**src/rtl/irq_priority_controller.sv**
```systemverilog
// IRQ priority controller: IRR/ISR, rotating priority, two-pulse INTA handshake, EOI handling.
// All outputs registered; int_out rises one cycle after a qualified request is seen in IDLE.
module irq_priority_controller #(
  parameter int NUM_IRQ = 8,
  parameter int IDX_W   = $clog2(NUM_IRQ)
) (
  input  logic               clk,
  input  logic               reset_n,
  input  logic [NUM_IRQ-1:0] ir_in,
  input  logic               level_mode,
  input  logic [NUM_IRQ-1:0] imr,
  input  logic               special_mask_mode,
  input  logic               auto_eoi,
  input  logic               auto_rotate,
  input  logic               inta,
  input  logic               eoi_valid,
  input  logic               eoi_specific,
  input  logic               eoi_rotate,
  input  logic [IDX_W-1:0]   eoi_level,
  input  logic               set_prio_valid,
  input  logic [IDX_W-1:0]   set_prio_level,
  output logic               int_out,
  output logic               vector_valid,
  output logic [IDX_W-1:0]   vector,
  output logic [NUM_IRQ-1:0] irr_out,
  output logic [NUM_IRQ-1:0] isr_out
);

  localparam int RW = IDX_W + 1;
  localparam logic [IDX_W-1:0] LAST = IDX_W'(NUM_IRQ - 1);

  typedef enum logic [1:0] {ST_IDLE, ST_PEND, ST_ACK1} state_t;

  state_t             state_q, state_d;
  logic [NUM_IRQ-1:0] irr_q, irr_d;
  logic [NUM_IRQ-1:0] isr_q, isr_d;
  logic [NUM_IRQ-1:0] ir_prev_q;
  logic [IDX_W-1:0]   low_q, low_d;
  logic [IDX_W-1:0]   sel_q, sel_d;
  logic               spur_q, spur_d;
  logic               int_q, int_d;
  logic               vv_q, vv_d;
  logic [IDX_W-1:0]   vec_q, vec_d;

  logic [NUM_IRQ-1:0] cand;
  logic [IDX_W:0]     win_f, isr_top_f;
  logic               qual;
  logic               eoi_hit;
  logic [IDX_W-1:0]   eoi_idx;

  // Scan from the highest-priority slot downward; MSB of result flags "found".
  function automatic logic [IDX_W:0] pick_highest(input logic [NUM_IRQ-1:0] vec,
                                                  input logic [IDX_W-1:0]   low);
    logic [IDX_W-1:0] idx;
    logic [IDX_W:0]   res;
    res = '0;
    idx = (low == LAST) ? '0 : low + IDX_W'(1);
    for (int k = 0; k < NUM_IRQ; k++) begin
      if (vec[idx] && !res[IDX_W]) res = {1'b1, idx};
      idx = (idx == LAST) ? '0 : idx + IDX_W'(1);
    end
    return res;
  endfunction

  // 0 = highest priority under the current rotation.
  function automatic logic [RW-1:0] rank(input logic [IDX_W-1:0] i,
                                         input logic [IDX_W-1:0] low);
    logic [RW-1:0] r;
    if (i > low) r = {1'b0, i} - {1'b0, low} - RW'(1);
    else         r = {1'b0, i} + RW'(NUM_IRQ) - {1'b0, low} - RW'(1);
    return r;
  endfunction

  always_comb begin
    cand = irr_q & ~imr;
    if (special_mask_mode) cand = cand & ~isr_q;
    win_f     = pick_highest(cand, low_q);
    isr_top_f = pick_highest(isr_q, low_q);
    qual      = 1'b0;
    if (win_f[IDX_W]) begin
      if (special_mask_mode || !isr_top_f[IDX_W]) qual = 1'b1;
      else qual = rank(win_f[IDX_W-1:0], low_q) < rank(isr_top_f[IDX_W-1:0], low_q);
    end
  end

  always_comb begin
    state_d = state_q;
    int_d   = int_q;
    vv_d    = 1'b0;
    vec_d   = vec_q;
    sel_d   = sel_q;
    spur_d  = spur_q;
    low_d   = low_q;
    isr_d   = isr_q;
    irr_d   = level_mode ? ir_in : (irr_q | (ir_in & ~ir_prev_q));
    eoi_hit = 1'b0;
    eoi_idx = '0;

    if (eoi_valid) begin
      if (eoi_specific) begin
        if (({1'b0, eoi_level} < RW'(NUM_IRQ)) && isr_q[eoi_level]) begin
          eoi_hit = 1'b1;
          eoi_idx = eoi_level;
        end
      end else begin
        eoi_hit = isr_top_f[IDX_W];
        eoi_idx = isr_top_f[IDX_W-1:0];
      end
    end
    if (eoi_hit) begin
      isr_d[eoi_idx] = 1'b0;
      if (eoi_rotate) low_d = eoi_idx;
    end

    // ISR set is applied after EOI clears so a same-bit set wins.
    case (state_q)
      ST_IDLE: begin
        if (qual) begin
          int_d   = 1'b1;
          state_d = ST_PEND;
        end
      end
      ST_PEND: begin
        if (inta) begin
          if (qual) begin
            sel_d                 = win_f[IDX_W-1:0];
            spur_d                = 1'b0;
            isr_d[win_f[IDX_W-1:0]] = 1'b1;
            irr_d[win_f[IDX_W-1:0]] = 1'b0;
          end else begin
            sel_d  = LAST;
            spur_d = 1'b1;
          end
          int_d   = 1'b0;
          state_d = ST_ACK1;
        end
      end
      ST_ACK1: begin
        if (inta) begin
          vv_d  = 1'b1;
          vec_d = sel_q;
          if (auto_eoi && !spur_q) begin
            isr_d[sel_q] = 1'b0;
            if (auto_rotate) low_d = sel_q;
          end
          state_d = ST_IDLE;
        end
      end
      default: state_d = ST_IDLE;
    endcase

    if (set_prio_valid && ({1'b0, set_prio_level} < RW'(NUM_IRQ))) low_d = set_prio_level;
  end

  always_ff @(posedge clk or negedge reset_n) begin
    if (!reset_n) begin
      state_q   <= ST_IDLE;
      irr_q     <= '0;
      isr_q     <= '0;
      ir_prev_q <= '1;
      low_q     <= LAST;
      sel_q     <= '0;
      spur_q    <= 1'b0;
      int_q     <= 1'b0;
      vv_q      <= 1'b0;
      vec_q     <= '0;
    end else begin
      state_q   <= state_d;
      irr_q     <= irr_d;
      isr_q     <= isr_d;
      ir_prev_q <= ir_in;
      low_q     <= low_d;
      sel_q     <= sel_d;
      spur_q    <= spur_d;
      int_q     <= int_d;
      vv_q      <= vv_d;
      vec_q     <= vec_d;
    end
  end

  assign int_out      = int_q;
  assign vector_valid = vv_q;
  assign vector       = vec_q;
  assign irr_out      = irr_q;
  assign isr_out      = isr_q;

endmodule

```
**config.mk**
```make
export PLATFORM = sky130hd
export DESIGN_NAME = irq_priority_controller
export DESIGN_NICKNAME = d
export VERILOG_FILES = /design/src/rtl/irq_priority_controller.sv
export SDC_FILE = /design/constraint.sdc
export NUM_CORES = 1
export LEC_CHECK = 0
export ABC_AREA = 1
export CAP_MARGIN = 20
export CORE_MARGIN = 5
export CORE_UTILIZATION = 55
export DETAILED_ROUTE_END_ITERATION = 12
export GPL_TIMING_DRIVEN = 0
export PLACE_DENSITY = 0.87
export REMOVE_ABC_BUFFERS = 1
export SETUP_SLACK_MARGIN = 0.1
export SYNTH_ARGS = -nofsm -noshare
export SYNTH_HDL_FRONTEND = slang
export SYNTH_SLANG_ARGS = --single-unit
```
**constraint.sdc**
```tcl
create_clock -name clk -period 6.1 [get_ports clk]
set_input_delay 1.83 -clock clk [delete_from_list [all_inputs] [get_ports clk]]
set_output_delay 1.83 -clock clk [all_outputs]
set_load 0.03 [all_outputs]
```
; ---- After elaboration in Yosys (flattened, before gate mapping)
; Cells that the tools add are included.
[word_totals]
regBits = 38
inputBits = 33
output_inout_bits = 21
[classes]
addsub = 18
magnitude_cmp = 18
n_eq_ne = 13
n_mux = 107
bitwise = 14
n_reduce_logical = 41
[op_table]
columns = operator, count
row1 = 4-bit two-way mux, 22
row2 = 8-bit two-way mux, 10
row3 = 3-bit two-way mux, 19
row4 = 1-bit binary-select mux with 3-bit select, 17
row5 = 8-bit bitwise AND, 6
row6 = 3-bit by 4-bit less-than comparator with 1-bit output (second input constant), 12
row7 = 8-bit NOT, 6
row8 = 1-bit two-way mux, 30
row9 = 3-bit by 1-bit adder with 3-bit output (second input constant), 8
row10 = 3-bit == test (second input constant), 8
row11 = 1-bit logical AND, 18
row12 = 1-bit logical NOT, 16
row13 = 8-bit OR, 2
row14 = 8-bit case mux with 2 select lines, 1
row15 = 4-bit by 1-bit subtractor with 4-bit output (second input constant), 4
row16 = 1-bit demux with 3-bit select, 3
row17 = 3-bit by 1-bit greater-or-equal comparator with 1-bit output (second input constant), 3
row18 = 3-bit by 4-bit adder with 4-bit output (second input constant), 2
row19 = 3-bit by 3-bit subtractor with 4-bit output, 2
row20 = 4-bit by 3-bit subtractor with 4-bit output, 2
row21 = 3-bit > comparator, 2
row22 = 2-bit two-way mux, 3
row23 = 2-bit inequality test (second input constant), 3
row24 = 2-bit case mux with 3 select lines, 1
row25 = 9 further kinds, 11

; ---- Logic depth before layout (Yosys ltp)
; Gate-level depths: netlist (run 1).
[logic_depth]
word_depth = 40
mapped_depth = 35
ltp_nobuf = 34

; ---- Worst setup path after synthesis (run 1)
; Ideal clock, no wire load.
[synth_timing]
kind = input port to flip-flop
startpoint = in special_mask_mode
endpoint = reg isr_q[4] (netlist: isr_out[4])
setup_time_ps = 65
t_arrival_ps = 5076
required_ps = 6035
setup_slack_ps = 959
path_stages = 28
path_buffers = 1
path_cell_list = buf_2 > nand2_1 > nand3_1 > nand3_1 > nand2_1 > nand2_1 > nand2_1 > nand3_4 > nor2_8 > nand2_2 > nor2_1 > nand3_1 > nand3_1 > nand2_2 > inv_1 > ha_1 > fa_1 > ha_1 > o21a_1 > o211ai_1 > a21oi_1 > o21ai_2 > nand3b_2 > inv_2 > nand2_2 > inv_2 > nand3_1 > nand2_1
[synth_between]
elab_chain_len = 37
word_cells_on_any_way = 61
classes_between = add/sub (5) / order compare (4) / mux (35) / bitwise (1) / reduce/logical (16)
[synth_lines]
columns = item, line
row1 = start: declaration, 12  ; input logic special_mask_mode,
row2 = 8-bit two-way mux, 76  ; if (special_mask_mode) cand = cand & ~isr_q;
row3 = 1-bit binary-select mux with 3-bit select, 59  ; if (vec[idx] && !res[IDX_W]) res = {1'b1, idx};
row4 = 1-bit two-way mux (implied by the code), 59
row5 = 4-bit two-way mux, 59
row6 = 1-bit logical NOT, 59
row7 = 1-bit logical AND, 59
row8 = 4-bit two-way mux, 59
row9 = 1-bit logical NOT, 59
row10 = [... 22 more ...], -
row11 = 4-bit two-way mux, 80  ; if (win_f[IDX_W]) begin
row12 = 4-bit less-than comparator, 82  ; else qual = rank(win_f[IDX_W-1:0], low_q) < rank(isr_top_f[IDX_W-1:0], low_q);
row13 = 1-bit two-way mux, 81  ; if (special_mask_mode || !isr_top_f[IDX_W]) qual = 1'b1;
row14 = 1-bit two-way mux, 80
row15 = 8-bit two-way mux (*), 125  ; if (qual) begin
row16 = 8-bit two-way mux (*), 124  ; if (inta) begin
row17 = 8-bit case mux with 2 select lines (*), 116  ; case (state_q)
row18 = via isr_d[4], 36  ; logic [NUM_IRQ-1:0] isr_q, isr_d;
row19 = end signal: assignment, 170  ; isr_q <= isr_d;
row20 = end: declaration, 36
; The timed path passes the listed nets; every way through them passes the cells marked *. The select of a mux whose other input is x is not followed.
; A chain may end at the register's enable or synchronous reset.

; ---- Worst setup path in the final report (run 1)
[layout_timing]
startpoint = in imr[1]
endpoint = reg isr_q[4] (netlist: isr_out[4])
[layout_between]
elab_chain_len = 40
word_cells_on_any_way = 63
classes_between = add/sub (5) / order compare (4) / mux (35) / bitwise (4) / reduce/logical (15)
[layout_lines]
columns = item, line
row1 = start: declaration, 11  ; input logic [NUM_IRQ-1:0] imr,
row2 = 8-bit NOT (*), 75  ; cand = irr_q & ~imr;
row3 = 8-bit bitwise AND (*), 75
row4 = 8-bit bitwise AND, 76
row5 = 8-bit two-way mux (*), 76
row6 = 1-bit binary-select mux with 3-bit select, 59
row7 = 1-bit two-way mux (implied by the code), 59
row8 = 4-bit two-way mux, 59
row9 = 1-bit logical NOT, 59
row10 = [... 25 more ...], -
row11 = 4-bit two-way mux, 80
row12 = 4-bit less-than comparator, 82
row13 = 1-bit two-way mux, 81
row14 = 1-bit two-way mux, 80
row15 = 8-bit two-way mux (*), 125
row16 = 8-bit two-way mux (*), 124
row17 = 8-bit case mux with 2 select lines (*), 116
row18 = via isr_d[4], 36
; Marked as above.

==> flow_summary.yaml, run 1 <==
status:
  status: "finished clean"
detailed_routing:
  drc: 0
  drt_iter0_markers: 276
  ant_nets: 0
  wl_per_cell_um: 15.2
  wl_um: 12000
  drt_pre_antenna_iters: 4
  vias: 4441
  vias_per_cell: 5.61
placement:
  dpl_cell_area_um2: 4640
  dp_hpwl_um: 9470
  port_buffers: 53
  place.gp.congestion: 1.02
cts:
  htree_levels: 2
  cts_buffers: 5
  cts_sinks: 38
  cts_max_path_buffers: 2
  clkTransAtPathRegs_ns: 0.07
  cts_tree: "done"
  cts-root-buf: "clkbuf_8"
  clk_latency_ns: 0.29
yosys:
  yosysWarnings: 0
  syn_avg_cell_area_um2: 6.36
  syn_inst: 637
  ys_types: 42
  synth_top_area_share: 0.187
  synth_edf_count: 0
  async_flop_share: 1.00
  yosysSeqAreaShare: 0.238
  synth_most_common_cell: "nand2_1"
  yosysTopAreaCell: "nand2_1"
  synth_common_cells: "202 x nand2_1, 86 x nand3_1, 74 x inv_1"
  synth_area_um2: 4050
  ys.flop_type: "dfrtp_1"
  synth_seq_cells: 38
  synthTopCellsByArea: "nand2_1 19%, dfrtp_1 17%, nand3_1 11%, ha_1 8.3%, dfstp_2 7.1%"
sta:
  min_period_ns: 5.73
  period_share: 0.940
  rsz0062_at_grt: "false"
  hold_ws_ns: 0.503
  tightestPinTransition_ns: 0.809
  max_freq_ghz: 0.174
  drv_slew: 0
  final-setup-viol-count: 0
  final_hold_viol_count: 0
  timing.slew.headroom: 0.461
  skew_ns: 0.00324
worst_setup_path:
  cpMaxStageDelayCell: "fa_1"
  crit_type: "input pin to flop"
  crit_fanout: 6
  reg2reg_depth: 31
  start_kind: "input pin"
  worstPathRequired_ns: 6.33
  rr_startpoint: "low_q[0]"
  reg2reg_to: "isr_out[4]"
  critical-path-max-stage-delay_ns: 0.45
  r2r_setup_slack_ns: 0.51
  cpMostUsedCell: "nand3_1"
  crit_arrival_ns: 5.96
  endpoint_kind: "flop"
pwr:
  p_per_area_nw_per_um2: 597
  p_int_w: 0.00126
  clkPwrFrac: 0.087
  power_frac_seq: 0.141
  vdd_ir_drop_max_mv: 0.417
  leakage_nw: 2.42
  netSwitchingPower_w: 0.00163
  power_frac_comb: 0.772
  switching_share: 0.564
final_layout:
  finalNetCount: 753
  final_cell_area_um2: 4840
  drive_gt1_frac: 0.117
  synthToLayoutAreaGrowth_pct: 19.3
  antennaDiodeCount: 0
global_route:
  top_usage_layer: "met2"
  grt_usage: 0.272
  grt_pass1_vias: 4426
  grt_pass1_wl_um: 19800
  grt_max_degree: 39
  grt_util_met2: 0.468
  antenna_found_initial: 0
  grt-ovfl-total: 0
  use_met3: 0.0399
  grt_use_met1: 0.315
die:
  ios: 54
  die_y_um: 95.9
  fp.coreArea_um2: 7210
  die_area_um2: 9190
  dieWidth_um: 95.9
  rows: 31
  start_util: 0.562
hold_path:
  hold-path-cell-count: 2
  worstHoldStart: "vector[1]"
  min_to: "vector[1]"
  hold_path.class: "flop to flop"
run:
  maxCapViolCount: 0
[repair_timing]
action,CTS,global route
resized for setup,2,10
endpoints found under the setup margin,10,23
buffers inserted,0,3
hold buffers,0,0
pin swaps,0,1
[cells in the final DEF, fill, tap and decap left out, types with 6 or more instances in the layout]
cell type | synthesis | final
dfstp_2 | 11 | 10
nor2_2 | 8 | 8
nand4_1 | 8 | 8
dfrtp_1 | 27 | 27
o21ai_0 | 27 | 27
nand2_1 | 202 | 202
a22oi_1 | 10 | 10
inv_1 | 74 | 74
nor2_1 | 50 | 49
o211ai_1 | 6 | 6
clkdlybuf4s50_1 | 0 | 51
nand3_1 | 86 | 85
a21oi_1 | 30 | 30
ha_1 | 27 | 25
nand2_2 | 13 | 12
inv_2 | 9 | 9
[cell type report]
cell class	count	area, um2
clock buffer	5	68.8
clock inverter	3	68.8
fill	663	2380
inverter	84	318
multi-input combinational	506	2750
sequential	38	968
tap	99	124
timing repair buffer	56	543
[per-stage QoR]
| step | std cells | total power [W] | TNS, ns | setup slack (ns) | utilization |
|---|---|---|---|---|---|
| floorplan | 628 | 0.00201 | 0 | 1.04 | - |
| global placement | 780 | 0.00248 | -1.31 | -0.157 | 0.644 |
| detailed placement | 780 | 0.00256 | -3.80 | -0.301 | 0.643 |
| CTS | 788 | 0.00284 | 0 | 0.120 | 0.663 |
| global route | 791 | 0.00318 | 0 | 0.113 | 0.670 |
| finish | 791 | 0.00289 | 0 | 0.369 | 0.670 |
[worst max-delay path by stage]
stage	startpoint	endpoint	slack (ns)	depth (start not counted)
2_1_floorplan	low_q[0]	isr_out[4]	1.04	31
3_3_place_gp	special_mask_mode	isr_out[4]	-0.16	28
3_5_place_dp	special_mask_mode	isr_out[4]	-0.30	28
4_1_cts	low_q[0]	isr_out[4]	0.12	31
5_1_grt	imr[4]	isr_out[4]	0.11	28
6_report	imr[1]	isr_out[4]	0.37	28
[cell families after synthesis]
kind of cell | share of synthesized area
and+or+nand+nor | 0.434
buffers and inverters | 0.0941
AOI/OAI and AO/OA | 0.132
DFF | 0.238
adders and majority gates | 0.0932
xor gates and xnor gates | 0.00864
[registers in the layout, indices dropped and copies added, names as in the netlist]
register / flops
int_out: 1
ir_prev_q: 8
irr_out: 8
isr_out: 8
low_q: 3
sel_q: 3
spur_q: 1
state_q: 2
vector: 3
vector_valid: 1
[layer usage]
layer | wire length [um] | part of all wire
met1 | 4890 | 0.41
met5 | 0 | 0
met3 | 672 | 0.056
met4 | 590 | 0.049
met2 | 5860 | 0.49
[critical path: cells and delay by family]
kind	cells	cell delay (ns)
simple gates	16	1.79
fa+ha+maj	3	0.98
buf+inv	5	0.86
compound gates	4	0.49
[power groups by stage]
stage / registers (W) / logic, W / clock network [W]
global route: 0.000412 / 0.00250 / 0.000270
global placement: 0.000408 / 0.00208 / 0
detailed placement: 0.000409 / 0.00216 / 0
CTS: 0.000405 / 0.00218 / 0.000256
finish: 0.000406 / 0.00223 / 0.000252
floorplan: 0.000476 / 0.00153 / 0
Note: power is estimated with default switching activity, not from simulation.
==> run 2: changes to the inputs <==
GPL_TIMING_DRIVEN = 1   (was 0)
PLACE_DENSITY = 0.85   (was 0.87)
==> flow_summary.yaml, run 2 (synthesis gave the netlist of run 1 again) <==
status:
  status: "finished clean"
global_route:
  grt_max_degree: 39
  grt-ovfl-total: 0
  grt_usage: 0.269
  grt_pass1_wl_um: 19500
  grt_pass1_vias: 4243
  antenna_found_initial: 0
die:
  die_y_um: 95.9
  dieWidth_um: 95.9
  ios: 54
  fp.coreArea_um2: 7210
  die_area_um2: 9190
  rows: 31
  start_util: 0.562
sta:
  final_hold_viol_count: 0
  final-setup-viol-count: 0
  worst_slack_ns: 0.528
  hold_ws_ns: 0.507
  skew_ns: 0.00456
  tns_ns: 0
  rsz0062_at_grt: "false"
  period_share: 0.913
  timing.slew.headroom: 0.457
  tightestPinTransition_ns: 0.814
  max_freq_ghz: 0.179
  drv_slew: 0
  min_period_ns: 5.57
worst_setup_path:
  cpMaxStageDelayCell: "fa_1"
  crit_arrival_ns: 5.81
  crit_type: "input pin to flop"
  reg2reg_depth: 29
  endpoint_kind: "flop"
  start_kind: "input pin"
  worstPathRequired_ns: 6.33
  r2r_setup_slack_ns: 0.54
  rr_startpoint: "low_q[0]"
  critical-path-max-stage-delay_ns: 0.44
  reg2reg_to: "isr_out[4]"
  crit_fanout: 6
detailed_routing:
  wl_per_cell_um: 14.9
  wl_um: 11900
  drt_pre_antenna_iters: 5
  drc: 0
  vias_per_cell: 5.57
  vias: 4423
  ant_nets: 0
  drt_iter0_markers: 327
hold_path:
  min_to: "vector[1]"
  worstHoldStart: "vector[1]"
  hold-path-cell-count: 2
  hold_path.class: "flop to flop"
pwr:
  total_power_w: 0.00281
  vdd_ir_drop_max_mv: 0.422
  leakage_nw: 2.41
  p_per_area_nw_per_um2: 586
final_layout:
  mostFrequentLayoutCells: "202 x nand2_1, 86 x nand3_1, 74 x inv_1"
  nFillCells: 670
  synthToLayoutAreaGrowth_pct: 18.1
  finalNetCount: 756
  final_cell_area_um2: 4790
  antennaDiodeCount: 0
  mostFrequentLayoutCell: "nand2_1"
  drive_gt1_frac: 0.112
cts:
  cts_buffers: 5
  htree_levels: 2
  clk_latency_ns: 0.29
  clkTransAtPathRegs_ns: 0.08
  ctsHoldBuffers: 0
  cts_sinks: 38
  cts_tree: "done"
  cts_resized: 0
  cts-root-buf: "clkbuf_8"
  cts_setup_buffers: 0
  cts_max_path_buffers: 2
placement:
  place.gp.congestion: 0.989
  dp_slack_ns: 0.0466
  dpl_cell_area_um2: 4680
  dp_hpwl_um: 9430
  port_buffers: 53
run:
  maxCapViolCount: 0
[run 2: how the worst max path moves through the flow]
stage,end,slack (ns),start
after floorplan,isr_out[4],1.04,low_q[0]
after global placement,isr_out[4],0.19,special_mask_mode
after detailed placement,isr_out[4],0.05,special_mask_mode
after CTS,isr_out[4],0.33,special_mask_mode
after global routing,isr_out[4],0.12,low_q[0]
final,isr_out[4],0.53,imr[0]
[run 2: through the flow]
step,cells,utilization
2_1_floorplan,628,-
3_3_place_gp,786,0.649
3_5_place_dp,786,0.649
4_1_cts,794,0.663
5_1_grt,794,0.664
6_report,794,0.664
[run 2: power breakdown]
part	total [W]	switching [W]	internal [W]
clock network	0.000180	0.0000895	0.0000908
logic	0.00221	0.00144	0.000770
registers	0.000413	0.0000840	0.000329
total	0.00281	0.00162	0.00119
[run 2: area by class of cell]
class | instances | area [um2] | area share
multi-input combinational | 506 | 2720 | 0.567
sequential | 38 | 965 | 0.201
inverter | 84 | 318 | 0.0664
clock inverter | 2 | 12.5 | 0.00261
tap | 99 | 124 | 0.0259
clock buffer | 6 | 82.6 | 0.0172
timing repair buffer | 59 | 573 | 0.120
[run 2: per-layer routing]
| layer | vias to the layer above | track usage | routed length, um | share of wire |
|---|---|---|---|---|
| li1 | 2197 | - | - | - |
| met1 | 1996 | 0.339 | 4960 | 0.42 |
| met2 | 188 | 0.472 | 5780 | 0.49 |
| met3 | 42 | 0.0211 | 617 | 0.052 |
| met4 | 0 | 0.111 | 508 | 0.043 |
| met5 | - | 0 | 0 | 0 |
[run 2: critical path, delay by kind of cell]
| kind | cells | cell delay, ns |
|---|---|---|
| AO/OA/AOI/OAI | 4 | 0.48 |
| adder cells (fa/ha/maj) | 3 | 0.95 |
| buffers and inverters | 4 | 0.72 |
| AND/OR/NAND/NOR | 17 | 1.81 |
==> run 3: changes to the inputs <==
ABC_AREA = default   (was 1)
PLACE_DENSITY = 0.84   (was 0.85)
==> flow_summary.yaml, run 3 <==
cts:
  cts_buffers: 5
  cts_max_path_buffers: 2
  htree_levels: 2
  cts_tree: "done"
  cts-root-buf: "clkbuf_8"
  clkTransAtPathRegs_ns: 0.07
  cts_sinks: 38
  clk_latency_ns: 0.30
worst_setup_path:
  crit_type: "input pin to flop"
  crit_fanout: 5
  critical-path-max-stage-delay_ns: 0.52
  worstPathRequired_ns: 6.29
  endpoint_kind: "flop"
  path_cells: "buf_8 > buf_6 > nand2_4 > nand3b_1 > mux4_2 > buf_4 > a311oi_4 > nor4b_4 > buf_4 > and2_4 > a22o_4 > buf_4 > ha_1 > o31ai_1 > o31ai_1 > and3_1 > ha_1 > a21oi_2 > a311oi_2 > a31oi_2 > buf_4 > and2_2 > and3_4 > a31o_2"
  crit_arrival_ns: 6.50
  start_kind: "input pin"
  cpMaxStageDelayCell: "mux4_2"
  cpMostUsedCell: "buf_4"
yosys:
  synth_top_area_share: 0.153
  synth_common_cells: "53 x nand2_1, 30 x nor2_1, 29 x a21oi_1, 29 x o21ai_0"
  synthTopCellsByArea: "dfrtp_1 15%, mux4_2 8.6%, ha_1 7.6%, dfstp_2 6.5%, mux2i_1 5.6%"
  syn_avg_cell_area_um2: 8.95
  synth_area_um2: 4430
  ys.flop_type: "dfrtp_1"
  synth_most_common_cell: "nand2_1"
  async_flop_share: 1.00
  synth_seq_cells: 38
  synth_edf_count: 0
  yosysTopAreaCell: "dfrtp_1"
  syn_inst: 495
  ys_types: 86
  yosysSeqAreaShare: 0.218
  yosysWarnings: 0
placement:
  dp_hpwl_um: 11200
  place.gp.congestion: 0.962
  port_buffers: 53
die:
  rows: 32
  fp.coreArea_um2: 7770
  ios: 54
  die_area_um2: 9950
  start_util: 0.570
  die_y_um: 99.7
  dieWidth_um: 99.7
detailed_routing:
  vias_per_cell: 6.69
  drc: 0
  vias: 4708
  wl_per_cell_um: 21.5
  ant_nets: 0
  drt_iter0_markers: 381
  wl_um: 15100
  drt_pre_antenna_iters: 7
global_route:
  antenna_found_initial: 0
  grt_pass1_vias: 4614
  grt_max_degree: 39
  grt_pass1_wl_um: 23500
  grt_usage: 0.295
  grt-ovfl-total: 0
sta:
  period_share: 1.04
  final-setup-viol-count: 20
  min_period_ns: 6.32
  timing.slew.headroom: 0.446
  skew_ns: 0.00652
  max_freq_ghz: 0.158
  rsz0062_at_grt: "true"
  tightestPinTransition_ns: 0.831
  tns_ns: -2.49
  worst_slack_ns: -0.215
  drv_slew: 0
  final_hold_viol_count: 0
final_layout:
  antennaDiodeCount: 0
  finalNetCount: 663
  mostFrequentLayoutCell: "buf_4"
  drive_gt1_frac: 0.307
  synthToLayoutAreaGrowth_pct: 31.8
  mostFrequentLayoutCells: "60 x buf_4, 50 x nand2_1, 43 x clkdlybuf4s50_1"
status:
  status: "finished with violations"
  violations: "setup timing"
run:
  maxCapViolCount: 0
hold_path:
  hold_path.class: "flop to flop"
run 3: cell count changes in the layout (fill, tap and decap cells not counted), sizes merged, moves of 10 or more:
cell,previous run,this run
buf,7,70
inv,84,26
mux2i,0,25
nor3,2,16
mux2,0,21
nor2,64,31
nand3,88,11
mux4,0,18
a22oi,10,0
nand2,216,53
run 3: timing repair:
item | CTS | global route
gates resized for setup | 63 | 21
setup buffers | 12 | 4
hold buffers | 0 | 0
setup endpoints to repair | 23 | 23
pin swaps | 26 | 19
run 3: metal layers:
| layer | part of all wire | global-route usage | routed length (um) |
|---|---|---|---|
| met5 | 0 | 0 | 0 |
| met3 | 0.074 | 0.0379 | 1120 |
| met2 | 0.49 | 0.505 | 7460 |
| met4 | 0.049 | 0.142 | 745 |
| met1 | 0.38 | 0.366 | 5820 |
run 3: critical path, delay by kind of cell:
family,cells,cell delay (ns)
adder cells (fa/ha/maj),2,0.48
buffers and inverters,6,0.86
multiplexers,1,0.52
AND/OR/NAND/NOR,7,1.09
AO/OA/AOI/OAI,8,1.69
run 3: kinds of logic (layout without fill, tap and decap cells):
family / count (synthesis) / count (layout) / share of synthesized area
buffers and inverters: 45 / 152 / 0.0438
xor gates and xnor gates: 4 / 4 / 0.00961
DFF: 38 / 38 / 0.218
adders and majority gates: 29 / 29 / 0.0853
and+or+nand+nor: 172 / 172 / 0.207
AOI/OAI and AO/OA: 143 / 143 / 0.235
muxes: 64 / 64 / 0.202
run 3: stage by stage:
step                std cells  hold WS (ns)  worst slack [ns]  utilization  instance area (um2)
global route              704         0.549            -0.324        0.752                 5840
finish                    704         0.524            -0.215        0.752                 5840
floorplan                 476         0.467            -0.648            -                 4340
global placement          681         0.497            -0.844        0.691                 5360
CTS                       701         0.525            -0.131        0.736                 5720
detailed placement        681         0.503            -0.982        0.691                 5360
run 3: path summary, 6_finish.rpt:
kind	from	end	slack (ns)	cells past startpoint
worst max-delay path	special_mask_mode	isr_out[7]	-0.22	24
worst min-delay path	vector[1]	vector[1]	0.52	1
worst max register to register	low_q[1]	isr_out[7]	0	24
worst min register to register	vector[1]	vector[1]	0.52	1
max in group asynchronous	reset_n	irr_out[6]	3.95	1
min in group asynchronous	reset_n	vector[2]	1.62	1
run 3: cell type report:
cell class              count  area (um2)
inverters                  26         100
clock inverters             2        12.5
multi-input cells         412        3530
repair buffers            118        1020
flip-flops and latches     38         965
fillers                   559        1930
clock buffers               6        82.6
well taps                 102         128
Power of run 3 is not shown: default switching activity piles up to over one toggle a cycle in this logic, so the estimate is an artifact.
